===== src/rtl/pacman_mover_if.sv =====
// pacman_mover_if
//   Groups the movement controller's player/maze inputs and sprite outputs.
//   slave  : the pacman_mover side (consumes buttons and leg flags).
//   master : the driving side (buttons, legal-move lookup, sprite consumer).
//   Signals:
//     btn_l/r/u/d : direction buttons, level or pulse
//     leg_l/r/u/d : legal-move flags for the tile at the current xpos/ypos
//     xpos, ypos  : sprite top-left pixel (10 bits)
//     dir         : heading, 0=L 1=R 2=U 3=D
//     moving      : high while in the MOVING state
//     step        : one-cycle pulse on every cycle the position changes
//     dbg_state   : raw FSM state for debug/checkers (0=IDLE 1=MOVING 2=BLOCKED)
interface pacman_mover_if;
    logic       btn_l;
    logic       btn_r;
    logic       btn_u;
    logic       btn_d;
    logic       leg_l;
    logic       leg_r;
    logic       leg_u;
    logic       leg_d;
    logic [9:0] xpos;
    logic [9:0] ypos;
    logic [1:0] dir;
    logic       moving;
    logic       step;
    logic [1:0] dbg_state;

    modport slave (
        input  btn_l, btn_r, btn_u, btn_d,
        input  leg_l, leg_r, leg_u, leg_d,
        output xpos, ypos, dir, moving, step, dbg_state
    );

    modport master (
        output btn_l, btn_r, btn_u, btn_d,
        output leg_l, leg_r, leg_u, leg_d,
        input  xpos, ypos, dir, moving, step, dbg_state
    );
endinterface


===== src/rtl/pacman_mover.sv =====
// pacman_mover
//   Pac-Man movement controller. Owns the sprite position, drives it into the
//   combinational legal-move lookup and uses the returned leg flags in the same
//   cycle. Buffers the player's turn request and commits turns only when the
//   sprite is tile-aligned; mid-tile only an immediate reversal is accepted.
//   Ports:
//     clk   : system clock
//     reset : synchronous, active-high reset
//     bus   : pacman_mover_if.slave (buttons, leg flags, position/heading out)
//   Optional feature: define PACMAN_TUNNEL_WRAP_EN to make the left/right maze
//   edges a wrap-around tunnel; otherwise the edges act as walls.
module pacman_mover #(
    parameter int START_X  = 306,
    parameter int START_Y  = 310,
    parameter int ORIGIN_X = 150,
    parameter int ORIGIN_Y = 34,
    parameter int TILE     = 12,
    parameter int COLS     = 28,
    parameter int TICK_DIV = 4
) (
    input logic           clk,
    input logic           reset,
    pacman_mover_if.slave bus
);
    localparam int SW = (TILE > 1) ? $clog2(TILE) : 1;
    localparam int TW = (TICK_DIV > 1) ? $clog2(TICK_DIV) : 1;

    localparam logic [SW-1:0] SUB_MAX  = SW'(TILE - 1);
    localparam logic [TW-1:0] TCNT_MAX = TW'(TICK_DIV - 1);
    localparam logic [9:0]    X_RESET  = 10'(START_X);
    localparam logic [9:0]    Y_RESET  = 10'(START_Y);
    localparam logic [9:0]    X_LEFT   = 10'(ORIGIN_X);
    localparam logic [9:0]    X_RIGHT  = 10'(ORIGIN_X + COLS * TILE - 1);

    localparam logic [1:0] D_L = 2'd0;
    localparam logic [1:0] D_R = 2'd1;
    localparam logic [1:0] D_U = 2'd2;
    localparam logic [1:0] D_D = 2'd3;

    // A misaligned start would leave the sub-tile counters out of step with xpos/ypos.
    if (((START_X - ORIGIN_X) % TILE != 0) || ((START_Y - ORIGIN_Y) % TILE != 0)) begin : g_bad_start
        $error("pacman_mover: START_X/START_Y must be tile-aligned");
    end

    typedef enum logic [1:0] {
        S_IDLE    = 2'd0,
        S_MOVING  = 2'd1,
        S_BLOCKED = 2'd2
    } state_t;

    state_t        state_q, state_d;
    logic [9:0]    xpos_q, xpos_d, ypos_q, ypos_d;
    logic [SW-1:0] sub_x_q, sub_x_d, sub_y_q, sub_y_d;
    logic [TW-1:0] tcnt_q, tcnt_d;
    logic [1:0]    dir_q, dir_d, req_dir_q, req_dir_d, btn_dir;
    logic          req_v_q, req_v_d, step_q;
    logic          tick, aligned, any_btn, commit, do_step;
    logic          edge_l, edge_r, wrap_l, wrap_r;
    logic [3:0]    legs;

    assign tick    = (tcnt_q == TCNT_MAX);
    assign aligned = (sub_x_q == '0) && (sub_y_q == '0);
    assign tcnt_d  = tick ? '0 : tcnt_q + 1'b1;

`ifdef PACMAN_TUNNEL_WRAP_EN
    assign edge_l = 1'b0;
    assign edge_r = 1'b0;
    assign wrap_l = aligned && (xpos_q == X_LEFT);
    // Only reachable while travelling right, and x = X_RIGHT is never aligned.
    assign wrap_r = (xpos_q == X_RIGHT);
`else
    localparam logic [9:0] X_LAST = 10'(ORIGIN_X + (COLS - 1) * TILE);
    // Maze edges are hard walls whatever the lookup says.
    assign edge_l = aligned && (xpos_q == X_LEFT);
    assign edge_r = aligned && (xpos_q == X_LAST);
    assign wrap_l = 1'b0;
    assign wrap_r = 1'b0;
`endif

    // Indexed by direction code: bit0=L, bit1=R, bit2=U, bit3=D.
    assign legs = {bus.leg_d, bus.leg_u, bus.leg_r & ~edge_r, bus.leg_l & ~edge_l};

    // Button priority L > R > U > D.
    assign any_btn = bus.btn_l | bus.btn_r | bus.btn_u | bus.btn_d;
    always_comb begin
        btn_dir = D_D;
        if (bus.btn_l)      btn_dir = D_L;
        else if (bus.btn_r) btn_dir = D_R;
        else if (bus.btn_u) btn_dir = D_U;
    end

    // A button seen this cycle wins over the commit clear, so a held button re-arms.
    assign req_v_d   = any_btn ? 1'b1 : (commit ? 1'b0 : req_v_q);
    assign req_dir_d = any_btn ? btn_dir : req_dir_q;

    // Next-state and turn/step decisions; everything happens only on ticks.
    always_comb begin
        state_d = state_q;
        dir_d   = dir_q;
        commit  = 1'b0;
        do_step = 1'b0;
        if (tick) begin
            case (state_q)
                S_IDLE, S_BLOCKED: begin
                    if (req_v_q && legs[req_dir_q]) begin
                        dir_d   = req_dir_q;
                        commit  = 1'b1;
                        do_step = 1'b1;
                        state_d = S_MOVING;
                    end
                end
                S_MOVING: begin
                    if (!aligned) begin
                        // Opposite heading differs only in bit 0 (L/R, U/D).
                        if (req_v_q && (req_dir_q == (dir_q ^ 2'd1))) begin
                            dir_d  = req_dir_q;
                            commit = 1'b1;
                        end
                        do_step = 1'b1;
                    end else begin
                        if (req_v_q && legs[req_dir_q]) begin
                            dir_d  = req_dir_q;
                            commit = 1'b1;
                        end
                        if (legs[dir_d]) do_step = 1'b1;
                        else             state_d = S_BLOCKED;
                    end
                end
                default: state_d = S_IDLE;
            endcase
        end
    end

    // One-pixel step with the sub-tile offset tracking alongside.
    always_comb begin
        xpos_d  = xpos_q;
        ypos_d  = ypos_q;
        sub_x_d = sub_x_q;
        sub_y_d = sub_y_q;
        if (do_step) begin
            case (dir_d)
                D_L: begin
                    if (wrap_l) begin
                        xpos_d  = X_RIGHT;
                        sub_x_d = SUB_MAX;
                    end else begin
                        xpos_d  = xpos_q - 10'd1;
                        sub_x_d = (sub_x_q == '0) ? SUB_MAX : sub_x_q - 1'b1;
                    end
                end
                D_R: begin
                    if (wrap_r) begin
                        xpos_d  = X_LEFT;
                        sub_x_d = '0;
                    end else begin
                        xpos_d  = xpos_q + 10'd1;
                        sub_x_d = (sub_x_q == SUB_MAX) ? '0 : sub_x_q + 1'b1;
                    end
                end
                D_U: begin
                    ypos_d  = ypos_q - 10'd1;
                    sub_y_d = (sub_y_q == '0) ? SUB_MAX : sub_y_q - 1'b1;
                end
                default: begin
                    ypos_d  = ypos_q + 10'd1;
                    sub_y_d = (sub_y_q == SUB_MAX) ? '0 : sub_y_q + 1'b1;
                end
            endcase
        end
    end

    always_ff @(posedge clk) begin
        if (reset) begin
            state_q   <= S_IDLE;
            xpos_q    <= X_RESET;
            ypos_q    <= Y_RESET;
            sub_x_q   <= '0;
            sub_y_q   <= '0;
            tcnt_q    <= '0;
            dir_q     <= D_L;
            req_dir_q <= D_L;
            req_v_q   <= 1'b0;
            step_q    <= 1'b0;
        end else begin
            state_q   <= state_d;
            xpos_q    <= xpos_d;
            ypos_q    <= ypos_d;
            sub_x_q   <= sub_x_d;
            sub_y_q   <= sub_y_d;
            tcnt_q    <= tcnt_d;
            dir_q     <= dir_d;
            req_dir_q <= req_dir_d;
            req_v_q   <= req_v_d;
            step_q    <= do_step;
        end
    end

    assign bus.xpos      = xpos_q;
    assign bus.ypos      = ypos_q;
    assign bus.dir       = dir_q;
    assign bus.moving    = (state_q == S_MOVING);
    assign bus.step      = step_q;
    assign bus.dbg_state = state_q;
endmodule


===== src/flat_wrapper.sv =====
// flat-port wrapper written by rule: the top's interface ports become plain ports
module pacman_mover_flat 
#(
    parameter int START_X  = 306,
    parameter int START_Y  = 310,
    parameter int ORIGIN_X = 150,
    parameter int ORIGIN_Y = 34,
    parameter int TILE     = 12,
    parameter int COLS     = 28,
    parameter int TICK_DIV = 4
)
  (clk, reset, bus_btn_l, bus_btn_r, bus_btn_u, bus_btn_d, bus_leg_l, bus_leg_r, bus_leg_u, bus_leg_d, bus_xpos, bus_ypos, bus_dir, bus_moving, bus_step, bus_dbg_state);
  pacman_mover_if bus_i ();
  input logic clk;
  input logic reset;
  input wire logic [$bits(bus_i.btn_l)-1:0] bus_btn_l;
  input wire logic [$bits(bus_i.btn_r)-1:0] bus_btn_r;
  input wire logic [$bits(bus_i.btn_u)-1:0] bus_btn_u;
  input wire logic [$bits(bus_i.btn_d)-1:0] bus_btn_d;
  input wire logic [$bits(bus_i.leg_l)-1:0] bus_leg_l;
  input wire logic [$bits(bus_i.leg_r)-1:0] bus_leg_r;
  input wire logic [$bits(bus_i.leg_u)-1:0] bus_leg_u;
  input wire logic [$bits(bus_i.leg_d)-1:0] bus_leg_d;
  output wire logic [$bits(bus_i.xpos)-1:0] bus_xpos;
  output wire logic [$bits(bus_i.ypos)-1:0] bus_ypos;
  output wire logic [$bits(bus_i.dir)-1:0] bus_dir;
  output wire logic [$bits(bus_i.moving)-1:0] bus_moving;
  output wire logic [$bits(bus_i.step)-1:0] bus_step;
  output wire logic [$bits(bus_i.dbg_state)-1:0] bus_dbg_state;
  assign bus_i.btn_l = bus_btn_l;
  assign bus_i.btn_r = bus_btn_r;
  assign bus_i.btn_u = bus_btn_u;
  assign bus_i.btn_d = bus_btn_d;
  assign bus_i.leg_l = bus_leg_l;
  assign bus_i.leg_r = bus_leg_r;
  assign bus_i.leg_u = bus_leg_u;
  assign bus_i.leg_d = bus_leg_d;
  assign bus_xpos = bus_i.xpos;
  assign bus_ypos = bus_i.ypos;
  assign bus_dir = bus_i.dir;
  assign bus_moving = bus_i.moving;
  assign bus_step = bus_i.step;
  assign bus_dbg_state = bus_i.dbg_state;
  pacman_mover #(.START_X(START_X), .START_Y(START_Y), .ORIGIN_X(ORIGIN_X), .ORIGIN_Y(ORIGIN_Y), .TILE(TILE), .COLS(COLS), .TICK_DIV(TICK_DIV)) u_core (.clk(clk), .reset(reset), .bus(bus_i));
endmodule

===== config.mk =====
export PLATFORM = sky130hd
export DESIGN_NAME = pacman_mover_flat
export DESIGN_NICKNAME = d
export VERILOG_FILES = /design/src/rtl/pacman_mover_if.sv /design/src/rtl/pacman_mover.sv /design/src/flat_wrapper.sv
export SDC_FILE = /design/constraint.sdc
export NUM_CORES = 1
export LEC_CHECK = 0
export ABC_AREA = 1
export CAP_MARGIN = 15
export CELL_PAD_IN_SITES_DETAIL_PLACEMENT = 0
export CELL_PAD_IN_SITES_GLOBAL_PLACEMENT = 2
export CORE_AREA = 2 2 99 101
export DETAILED_ROUTE_END_ITERATION = 12
export DIE_AREA = 0 0 101 103
export PLACE_DENSITY_LB_ADDON = 0.1
export SLEW_MARGIN = 20
export SYNTH_ARGS = -nofsm -noshare
export SYNTH_HDL_FRONTEND = slang
export SYNTH_SLANG_ARGS = --single-unit

===== constraint.sdc =====
create_clock -name clk -period 5.1 [get_ports clk]
set_clock_uncertainty 0.15 [all_clocks]
set_input_delay 1.02 -clock clk [delete_from_list [all_inputs] [get_ports clk]]
set_output_delay 1.02 -clock clk [all_outputs]
set_load 0.02 [all_outputs]

=== Word-level counts from Yosys, hierarchy flattened ===
Cells that the tools add are included.

* Add/sub/neg operators: 9
* Multiply operators: 0
* Div/mod/pow operators: 0
* $lt $le $gt $ge: 2
* Equal/unequal tests: 13
* Shift-type cells: 0
* Multiplexer cells: 38
* Bitwise gates (word level): 9
* Reductions and logical operators: 17

{| class="wikitable"
|+ Operator list
! cell !! count
|-
| case mux 10 bit (2 select lines) || 2
|-
| 2-to-1 mux 2 bit || 12
|-
| adder 10 x 1 -> 10 bit (second input constant) || 2
|-
| subtractor 10 x 1 -> 10 bit (second input constant) || 2
|-
| 2-to-1 mux 4 bit || 4
|-
| case mux 4 bit (2 select lines) || 2
|-
| 2-to-1 mux 1 bit || 12
|-
| == test 10 x 8 -> 1 bit (second input constant) || 1
|-
| == test 10 x 9 -> 1 bit (second input constant) || 1
|-
| adder 4 x 1 -> 4 bit (second input constant) || 2
|-
| == test 4 bit (second input constant) || 2
|-
| logical NOT 4 bit || 2
|-
| case mux 2 bit (2 select lines) || 2
|-
| subtractor 4 x 1 -> 4 bit (second input constant) || 2
|-
| == test 2 bit (second input constant) || 3
|-
| < comparator 2 x 3 -> 1 bit (second input constant) || 2
|-
| OR reduction 2 bit || 3
|-
| logical AND 1 bit || 5
|-
| binary-select mux 1 bit (select 2 bit) || 2
|-
| == test 2 x 1 -> 1 bit (second input constant) || 2
|-
| logical NOT 2 bit || 2
|-
| != test 2 x 1 -> 1 bit (second input constant) || 2
|-
| inverter 1 bit || 4
|-
| case mux 1 bit (2 select lines) || 2
|-
| 8 further kinds || 13
|}

* Flip-flop bits (word level): 38
* Bits in latches: 0
* Memory bits (writable): 0
* ROM bits: 0
* Bits of input ports: 10
* Output and inout bits: 26
* Word-level logic and storage cells: 98
* Memories kept: 0

=== Longest topological paths before layout ===
Gate-level depths: netlist of the first run.

* Depth after elaboration: 19
* Depth in mapped cells: 30
* Depth with buffers taken out: 30

=== Least setup slack after synthesis of the first run ===
No wires, ideal clock.

* Kind: input -> register
* Start point: input port bus_leg_d
* End point: register u_core.ypos_q[8] (netlist: u_core.bus.ypos[8])
* Setup time: 119 ps
* Arrival time: 3,522 ps
* Required time: 4,831 ps
* Slack: 1,309 ps
* Cell stages on the path: 21
* Path buffers: 0
* Cell sequence: a21oi_1 -> a21boi_2 -> nand2_4 -> nand2_2 -> nand3_1 -> nand2_2 -> nand2_4 -> nand2_2 -> inv_2 -> fa_1 -> a21o_1 -> a21oi_1 -> nor2_1 -> nor2_1 -> inv_1 -> a21oi_1 -> nor2_1 -> o21ai_0 -> nand2_1 -> xnor2_1 -> o21ai_1

* Longest elaborated chain between the ends: 14
* Elaborated cells on any way between the ends: 24
* Those cells by class: 2 x eq/ne; 17 x mux; 1 x bitwise; 4 x reduce/logical

{| class="wikitable"
|+ Ends and longest elaborated chain
! what !! RTL line !! source
|-
| start: declaration || flat_wrapper.sv:23 || <nowiki>input wire logic [$bits(bus_i.leg_d)-1:0] bus_leg_d;</nowiki>
|-
| binary-select mux 1 bit (select 2 bit) || pacman_mover.sv:105, pacman_mover.sv:121 ||
|-
| 2-to-1 mux 1 bit (not written as such) || pacman_mover.sv:105, pacman_mover.sv:121 ||
|-
| logical AND 1 bit || pacman_mover.sv:105, pacman_mover.sv:121 ||
|-
| 2-to-1 mux 2 bit || pacman_mover.sv:105, pacman_mover.sv:121 ||
|-
| 2-to-1 mux 2 bit || pacman_mover.sv:113 || <nowiki>if (!aligned) begin</nowiki>
|-
| 2-to-1 mux 2 bit || pacman_mover.sv:103 || <nowiki>case (state_q)</nowiki>
|-
| 2-to-1 mux 2 bit || pacman_mover.sv:102 || <nowiki>if (tick) begin</nowiki>
|-
| binary-select mux 1 bit (select 2 bit) or 2-to-1 mux 2 bit (tied branches) || pacman_mover.sv:125, pacman_mover.sv:113 ||
|-
| 2-to-1 mux 1 bit (not written as such) or case mux 2 bit (2 select lines) (tied branches) || pacman_mover.sv:125, pacman_mover.sv:103 ||
|-
| 2-to-1 mux 1 bit or 2-to-1 mux 2 bit (tied branches) || pacman_mover.sv:125, pacman_mover.sv:102 ||
|-
| 2-to-1 mux 1 bit, or another cell as far along || pacman_mover.sv:113 ||
|-
| case mux 1 bit (2 select lines) or OR reduction 2 bit (tied branches) || - ||
|-
| 2-to-1 mux 1 bit or inverter 1 bit (tied branches) || - ||
|-
| AND reduction 2 bit (no line) || - ||
|-
| end signal: assignment || pacman_mover.sv:187 || <nowiki>ypos_q <= ypos_d;</nowiki>
|-
| end: declaration || pacman_mover.sv:52 || <nowiki>logic [9:0] xpos_q, xpos_d, ypos_q, ypos_d;</nowiki>
|}

Parallel ways exist; a longest one is shown, timed or not. The select of a mux whose other input is x is not followed.
A chain may end at the register's enable or synchronous reset.

=== Worst setup path in the final report of the first run ===
* Start point: input port bus_leg_d
* End point: register u_core.ypos_q[9] (netlist: u_core.bus.ypos[9])

The elaborated chain is that of the path after synthesis.

==> results of run 1 <==
## registers in the layout, indices dropped and copies added (netlist names)
| signal | flops |
|---|---|
| u_core.bus.dbg_state | 2 |
| u_core.bus.xpos | 10 |
| u_core.sub_y_q | 4 |
| u_core.req_dir_q | 2 |
| u_core.req_v_q | 1 |
| u_core.bus.step | 1 |
| u_core.bus.dir | 2 |
| u_core.sub_x_q | 4 |
| u_core.tcnt_q | 2 |
| u_core.bus.ypos | 10 |
## cell families after synthesis
family	after synthesis	synth area share, %
AOI/OAI and AO/OA	86	16.11
xor gates and xnor gates	14	4.313
adders and majority gates	23	10.65
buffers and inverters	58	8.451
DFF	38	26.76
and+or+nand+nor	190	33.71
## critical path: stages
cell	delay, ns
clkdlybuf4s50_1	0.48
a21oi_1	0.08
a21boi_2	0.31
nand2_4	0.11
nand2_2	0.09
nand3_1	0.08
nand2_1	0.08
nand2_2	0.09
inv_2	0.10
nand2_2	0.09
inv_2	0.23
ha_1	0.34
a21oi_1	0.20
o21ai_0	0.10
a21oi_1	0.23
o21ai_0	0.17
nand2_1	0.10
nand2_1	0.06
a21oi_1	0.18
nand3_1	0.10
nand2_1	0.08
nand2_1	0.05
a21oi_1	0.12
## metal layers
layer / track usage [%] / vias to the layer above / routed length (um)
li1: - / 1416 / -
met5: 0 / - / 0
met3: 2.644 / 7 / 207
met1: 18.97 / 1220 / 3573
met4: 4.054 / 0 / 86
met2: 25.13 / 38 / 3298
## how the worst max path moves through the flow
stage               from            endpoint  slack, ns  cells past startpoint
2_1_floorplan  bus_leg_d  u_core.bus.ypos[8]       1.31                     21
3_3_place_gp   bus_leg_d  u_core.bus.ypos[9]       0.35                     23
3_5_place_dp   bus_leg_d  u_core.bus.ypos[9]       0.34                     24
4_1_cts        bus_leg_d  u_core.bus.ypos[9]       0.65                     23
5_1_grt        bus_leg_d  u_core.bus.ypos[8]       0.29                     23
6_report       bus_leg_d  u_core.bus.ypos[9]       0.67                     23
## cell type report
| cell class | count | area [sq um] | share of cell area, % |
|---|---|---|---|
| sequential | 38 | 760.7 | 22.33 |
| timing repair buffer | 36 | 357.8 | 10.50 |
| tap | 114 | 142.6 | 4.187 |
| multi-input combinational | 313 | 1842 | 54.06 |
| inverter | 52 | 195.2 | 5.729 |
| clock inverter | 3 | 40.04 | 1.175 |
| clock buffer | 5 | 68.82 | 2.020 |
## cells in the final DEF, fill, tap and decap left out
cell type,n
nand3_2,8
o211ai_1,1
inv_2,7
clkbuf_8,5
nand2_4,4
o31ai_1,1
xnor2_1,5
nor3_2,1
clkinv_2,2
a211o_1,1
a21o_1,2
a221o_1,1
nand4_1,2
nor2_2,2
nor2_1,29
xor2_1,9
nor2_4,3
buf_4,1
o21ai_1,3
nor3_1,7
nand3_4,5
a22oi_1,1
clkdlybuf4s50_1,35
dfxtp_1,38
a21boi_2,1
nand3b_1,2
bufinv_16,1
nand2_1,100
fa_1,2
a21oi_1,48
nand3_1,21
inv_1,45
nand2_2,6
ha_1,21
o21ai_0,27
## per-stage QoR
stage	cells	hold WS [ns]	power (mW)
after floorplan	409	0.2490	0.3649
after global placement	553	0.2600	0.3901
after detailed placement	553	0.2642	0.3893
after CTS	561	0.2782	0.6618
after global routing	561	0.3224	0.6780
final	561	0.2718	0.6459
## power by group
group	total [mW]	internal [mW]	switching, mW	leakage (nW)
Combinational	0.0752	0.0296	0.0456	1.09
Clock	0.265	0.144	0.120	0.0579
Sequential	0.306	0.302	0.00452	0.308
==> flow_summary.toml, run 1 <==
[synth]
yosys_warnings = 0
synth_seq_cells = 38
netlist.top_cell.by_area = "dfxtp_1"
syn_avg_cell_area_sq_um = 6.950
synth_seq_area_share_pct = 26.76
ys.flop_type = "dfxtp_1"
async_flop_share_pct = 0
syn_nets = 442
yosysUniqueCellTypes = 32
synth_top_area_share_pct = 26.76
netlist_area_sq_um = 2843
synthTopCellsByArea = "dfxtp_1 27%, nand2_1 13%, ha_1 9.2%"
yosysMostFrequentCell = "nand2_1"
netlist_instances = 409
synth_enable_flop_cells = 0
yosys-top-cells-count = "100 x nand2_1, 48 x a21oi_1, 45 x inv_1, 38 x dfxtp_1, 29 x nor2_1"

[power_and_ir_drop]
p_leak_nw = 1.456
vdd_drop_max_mv = 0.1052
power_density_nw_per_um2 = 189.6

[layout]
antenna_cells = 0
nets = 479
drive_above_1_share_pct = 10.29
final_area_sq_um = 3407
final_util_pct = 36.02
area_growth_pct = 19.85
n_fill_cell = 1037

[clock_network]
cts_tree = "built"
cts_sinks = 38
cts_resized = 0
cts_htree_levels = 2
clkLatencyLatePin_ns = 0.30
clkSlewWorstSetupHoldPaths_ns = 0.08
numCtsBuffers = 5
root_buffer = "clkbuf_8"
clockBufferDepth = 2
cts_hold_repair.buffers = 0
cts_setup_buffers = 0

[floorplan]
placement_rows = 36
core_area_sq_um = 9459
die_x_um = 101
dieArea_sq_um = 10400
die_height_um = 103
io_pins = 36
start_util_pct = 30.05

[timing]
fin_setup_tns_ns = 0
relSlewSlack_pct = 48.41
period_needed_ns = 4.431
rsz0062_at_grt = "false"
maxSlewViolCount = 0
period_share_pct = 86.89
fmax_ghz = 0.2257
setup_slack_ns = 0.6686
hold_viol_final = 0
tightest_slew_ns = 0.7714
final-setup-viol-count = 0

[setup_path]
crit_required_ns = 5.17
reg2reg_depth = 26
r2r_slack_ns = 0.90
worstPathArrival_ns = 4.50
cp_max_fo = 14
reg2reg_to = "u_core.bus.ypos[9]"
path_class = "input pin to register"
r2r-start = "u_core.sub_x_q[0]"
cp-end-kind = "register"
crit_path_start_kind = "input pin"

[worst_hold_path]
holdCritPathClass = "register to register"
hold_end = "u_core.tcnt_q[0]"
hp-start = "u_core.tcnt_q[0]"
holdPathStages = 1

[global_routing]
grt_overflow = 0
grt_pass1_wl_um = 12140
antenna_found_initial = 0
grt_max_degree = 20
grt_pass1_vias = 2579
track_usage_pct = 14.65

[detailed_routing]
drt_iter0_drc = 54
drc = 0
wl_per_cell_um = 12.77
postRouteAntennaNets = 0
post_drt_via_cell_ratio = 4.779
firstDrtPassIters = 4
num_vias = 2681
finalWirelength_um = 7165

[placed_design]
dp_hpwl_um = 5422
io_buffers = 35
placed_area_sq_um = 3298
pre_cts_slack_ns = 0.3361
gp_congestion = 0.7676

[flow_run]
maxCapViolations = 0

[outcome]
status = "finished clean"
Power figures use the tool's default switching activity.
==> run 2, diff against run 1 <==
CORE_AREA = 2 2 92 94   (was 2 2 99 101)
DIE_AREA = 0 0 94 96   (was 0 0 101 103)
DONT_BUFFER_PORTS = 1   (was not set)
==> run 2 against run 1 <==
Sequential power about the same. Critical path depth increased by 3. Non-clock buffer count decreased by 36. Core utilization increased by 1.5 points. Clock power decreased by 15%. Worst hold slack improved by 0.010 ns.
==> flow_summary.toml, run 2 (synthesized netlist as in run 1, its figures left out) <==
[floorplan]
dieArea_sq_um = 9024
core_area_sq_um = 8051
start_util_pct = 35.31
die_height_um = 96
io_pins = 36
die_x_um = 94
placement_rows = 33

[layout]
drive_above_1_share_pct = 10.71
antenna_cells = 0
n_fill_cell = 921
area_growth_pct = 6.250
multiInputGateArea_sq_um = 1842
final_common_cell = "nand2_1"
regArea_sq_um = 760.7
final_area_sq_um = 3020
final_cells = 516
mostFrequentLayoutCells = "100 x nand2_1, 48 x a21oi_1, 45 x inv_1"
nets = 443

[flow_run]
maxCapViolations = 0

[timing]
fmax_ghz = 0.2431
rsz0062_at_grt = "false"
fin_setup_tns_ns = 0
final-setup-viol-count = 0
hold_viol_final = 0
holdWs_ns = 0.2822
relSlewSlack_pct = 63.29
period_share_pct = 80.65
maxSlewViolCount = 0
tightest_slew_ns = 0.5501
period_needed_ns = 4.113

[clock_network]
cts_sinks = 38
numCtsBuffers = 5
cts_resized = 0
clkSlewWorstSetupHoldPaths_ns = 0.08
cts_tree = "built"
clockBufferDepth = 2
cts_hold_repair.buffers = 0
cts_htree_levels = 2
clkLatencyLatePin_ns = 0.29
root_buffer = "clkbuf_8"
cts_setup_buffers = 0

[outcome]
status = "finished clean"

[detailed_routing]
finalWirelength_um = 6702
post_drt_via_cell_ratio = 4.919
firstDrtPassIters = 4
num_vias = 2538
wl_per_cell_um = 12.99
postRouteAntennaNets = 0
drc = 0
drt_iter0_drc = 72

[global_routing]
grt_pass1_wl_um = 11620
grt_pass1_vias = 2438
grt_max_degree = 33
antenna_found_initial = 0
grt_overflow = 0
track_usage_pct = 16.01

[worst_hold_path]
holdCritPathClass = "register to register"

[placed_design]
placed_area_sq_um = 2929
dp_hpwl_um = 4976
placedCellCount = 508
io_buffers = 0
gp_congestion = 0.7956

[setup_path]
cp-end-kind = "register"
crit_path_start_kind = "register"
path_class = "register to register"
r2r_slack_ns = 0.99
cp_max_fo = 14
worstPathArrival_ns = 4.19
crit_required_ns = 5.18

[power_and_ir_drop]
power_density_nw_per_um2 = 195.0
vdd_drop_max_mv = 0.09303
p_leak_nw = 1.309
run 2: changes by cell type in the layout (fill, tap and decap cells not counted):
cell	before	now
clkbuf_1	0	1
buf_4	1	0
clkbuf_8	5	6
clkinv_2	2	1
bufinv_16	1	0
clkdlybuf4s50_1	35	0
run 2: where the power goes:
| group | internal [mW] | total (mW) | switching (mW) |
|---|---|---|---|
| registers | 0.302 | 0.308 | 0.00649 |
| logic | 0.0206 | 0.0570 | 0.0363 |
| clock network | 0.109 | 0.224 | 0.114 |
| total | 0.432 | 0.589 | 0.157 |
run 2: worst paths after layout:
kind | from | endpoint | depth (start not counted)
setup / recovery | u_core.sub_x_q[0] | u_core.bus.ypos[9] | 26
setup reg to reg | u_core.sub_x_q[0] | u_core.bus.ypos[9] | 26
hold / removal | u_core.tcnt_q[0] | u_core.tcnt_q[0] | 1
hold reg to reg | u_core.tcnt_q[0] | u_core.tcnt_q[0] | 1
run 2: cell type report:
class                           instances  share of cell area (%)
Sequential cell                        38                   25.19
Clock buffer                            7                   2.858
Clock inverter                          1                  0.1657
Inverter                               52                   6.462
Tap cell                              105                   4.350
Multi-Input combinational cell        313                   60.98
run 2: stage by stage:
stage	setup slack, ns	power [mW]	util (%)
global route	0.4199	0.6235	37.51
finish	0.9868	0.5889	37.51
detailed placement	0.9213	0.3731	36.38
CTS	0.9438	0.6017	37.51
floorplan	1.309	0.3649	-
global placement	0.8801	0.3731	36.38
run 2: per-layer routing:
| layer | share of wire, % | up-vias | wire length (um) | global-route usage (%) |
|---|---|---|---|---|
| li1 | - | 1349 | - | - |
| met1 | 51 | 1150 | 3429 | 22.29 |
| met2 | 44 | 33 | 2951 | 25.36 |
| met3 | 3.9 | 6 | 259 | 3.524 |
| met4 | 0.91 | 0 | 61 | 3.623 |
| met5 | 0 | - | 0 | 0 |
run 2: worst max-delay path, cell delays in order (launching register included):
cell     delay, ns
dfxtp_1       0.33
inv_1         0.13
ha_1          0.26
nand3_4       0.11
nor2_4        0.22
nand3_2       0.14
nand3_2       0.10
nand3_4       0.11
nand2_4       0.10
nand2_2       0.06
nand3_1       0.10
nand2_2       0.09
nand2_4       0.13
nand2_2       0.10
inv_2         0.23
ha_1          0.33
a21oi_1       0.20
o21ai_0       0.09
a21oi_1       0.22
o21ai_0       0.19
nand2_1       0.10
nand2_1       0.05
a21oi_1       0.18
nand3_1       0.10
nand2_1       0.07
nand2_1       0.05
a21oi_1       0.12
==> run 3, diff against run 2 <==
CORE_AREA = 2 2 98 100   (was 2 2 92 94)
DIE_AREA = 0 0 100 102   (was 0 0 94 96)
clock period = 3.41 ns   (was 5.1 ns; I/O delays follow)
==> run 3 against run 2 <==
The flow now finishes with violations (negative setup slack). Die area up 13%. Register-to-register slack worse by 1.1 ns. Cell area up 41%. First-iteration DRC count down 4.2%. Critical path depth up 1. Sequential power up 48%. Via count up 19%. Critical endpoint is now u_core.sub_y_q[0]. Largest cell class unchanged. Highest routed layer unchanged.
==> flow_summary.toml, run 3 (synthesized netlist as in run 1, its figures left out) <==
[timing]
tightest_slew_ns = 0.4370
hold_viol_final = 0
fmax_ghz = 0.2863
fin_setup_tns_ns = -1.088
maxSlewViolCount = 0
setup_slack_ns = -0.08284
relSlewSlack_pct = 70.83
final-setup-viol-count = 23
period_needed_ns = 3.493
period_share_pct = 102.4
rsz0062_at_grt = "true"

[detailed_routing]
wl_per_cell_um = 14.22
num_vias = 3009
drt_iter0_drc = 69
postRouteAntennaNets = 0
drc = 0
firstDrtPassIters = 4
finalWirelength_um = 8973
post_drt_via_cell_ratio = 4.769

[floorplan]
die_x_um = 100
dieArea_sq_um = 10200
core_area_sq_um = 9109
io_pins = 36
placement_rows = 35
die_height_um = 102
start_util_pct = 31.21

[power_and_ir_drop]
switching_share_pct = 26.92
p_int_mw = 0.7317
p_leak_nw = 1.864
p_comb_share_pct = 15.0
pwr-share-clk_pct = 39.5
power.total_mw = 1.001
vdd_drop_max_mv = 0.1270
p_switching_mw = 0.2696
power_frac_seq_pct = 45.5
power_density_nw_per_um2 = 235.6

[setup_path]
cp_common_cell = "buf_4"
crit_path_start_kind = "register"
crit_required_ns = 3.49
worstPathArrival_ns = 3.57
slowest_delay_ns = 0.33
cp-end-kind = "register"
path_class = "register to register"
critPathSlowestCell = "dfxtp_2"
cp_max_fo = 5

[global_routing]
grt_max_degree = 33
grt_pass1_vias = 2678
antenna_found_initial = 0
grt_overflow = 0
grt_pass1_wl_um = 13090
track_usage_pct = 16.15

[layout]
mostFrequentLayoutCells = "97 x buf_4, 86 x nand2_1, 41 x inv_1"
n_fill_cell = 915
antenna_cells = 0
drive_above_1_share_pct = 40.77
area_growth_pct = 49.47
final_common_cell = "buf_4"
nets = 552

[clock_network]
cts_htree_levels = 2
clockBufferDepth = 2
cts_tree = "built"
numCtsBuffers = 5
clkLatencyLatePin_ns = 0.29
cts_sinks = 38
cts_hold_repair.buffers = 0
root_buffer = "clkbuf_8"
clkSlewWorstSetupHoldPaths_ns = 0.09

[worst_hold_path]
holdCritPathClass = "register to register"

[placed_design]
gp_congestion = 0.8973
io_buffers = 0
dp_hpwl_um = 5820

[flow_run]
maxCapViolations = 0

[outcome]
failed_checks = "negative setup slack"
status = "finished with violations"
-- run 3: path summary, 6_finish.rpt --
kind              cells past startpoint         startpoint                end  slack [ns]
hold reg to reg                       1   u_core.tcnt_q[0]   u_core.tcnt_q[0]        0.28
setup reg to reg                     27  u_core.sub_y_q[0]  u_core.sub_y_q[0]       -0.08
hold / removal                        1   u_core.tcnt_q[0]   u_core.tcnt_q[0]        0.28
setup / recovery                     27  u_core.sub_y_q[0]  u_core.sub_y_q[0]       -0.08
-- run 3: metal layers --
metal / track usage (%) / vias up / wire length (um)
li1: - / 1579 / -
met1: 20.04 / 1374 / 4231
met2: 28.43 / 46 / 4294
met3: 3.488 / 10 / 289
met4: 4.426 / 0 / 157
met5: 0 / - / 0
-- run 3: power by group through the flow --
| stage | clock network (mW) | registers [mW] | logic [mW] |
|---|---|---|---|
| finish | 0.396 | 0.456 | 0.150 |
| floorplan | 0 | 0.469 | 0.0782 |
| CTS | 0.408 | 0.456 | 0.121 |
| detailed placement | 0 | 0.466 | 0.115 |
| global route | 0.431 | 0.457 | 0.165 |
| global placement | 0 | 0.466 | 0.116 |
-- run 3: stage by stage --
| stage | utilization [%] | cells | setup WS, ns | cell area [sq um] | hold slack (ns) |
|---|---|---|---|---|---|
| global placement | 38.34 | 581 | -0.1804 | 3492 | 0.2657 |
| floorplan | - | 409 | 0.01285 | 2895 | 0.2490 |
| finish | 46.65 | 631 | -0.08284 | 4249 | 0.2833 |
| global route | 46.65 | 631 | -0.2608 | 4249 | 0.2623 |
| detailed placement | 38.34 | 581 | -0.2152 | 3492 | 0.2723 |
| CTS | 41.95 | 611 | 0.005564 | 3821 | 0.2840 |
-- run 3: repair_timing --
item | in CTS | in global routing
buffers inserted | 22 | 13
resized for setup | 16 | 57
pin swaps | 6 | 37
gates cloned | 0 | 7
setup endpoints to repair | 5 | 28
-- run 3: final cells by class --
| cell class | count | area [sq um] | share of cell area, % |
|---|---|---|---|
| timing repair buffer | 102 | 802.0 | 18.88 |
| sequential | 38 | 764.5 | 17.99 |
| inverter | 52 | 205.2 | 4.829 |
| multi-input combinational | 320 | 2230 | 52.47 |
| clock buffer | 5 | 68.82 | 1.620 |
| tap | 111 | 138.9 | 3.269 |
| clock inverter | 3 | 40.04 | 0.9423 |
-- run 3: worst max-delay path: cells and delay by family, from the launching register on --
kind                     cells  cell delay [ns]
buffers and inverters       15             1.74
AND/OR/NAND/NOR             11             1.05
flip-flops                   1             0.33
adder cells (fa/ha/maj)      1             0.15
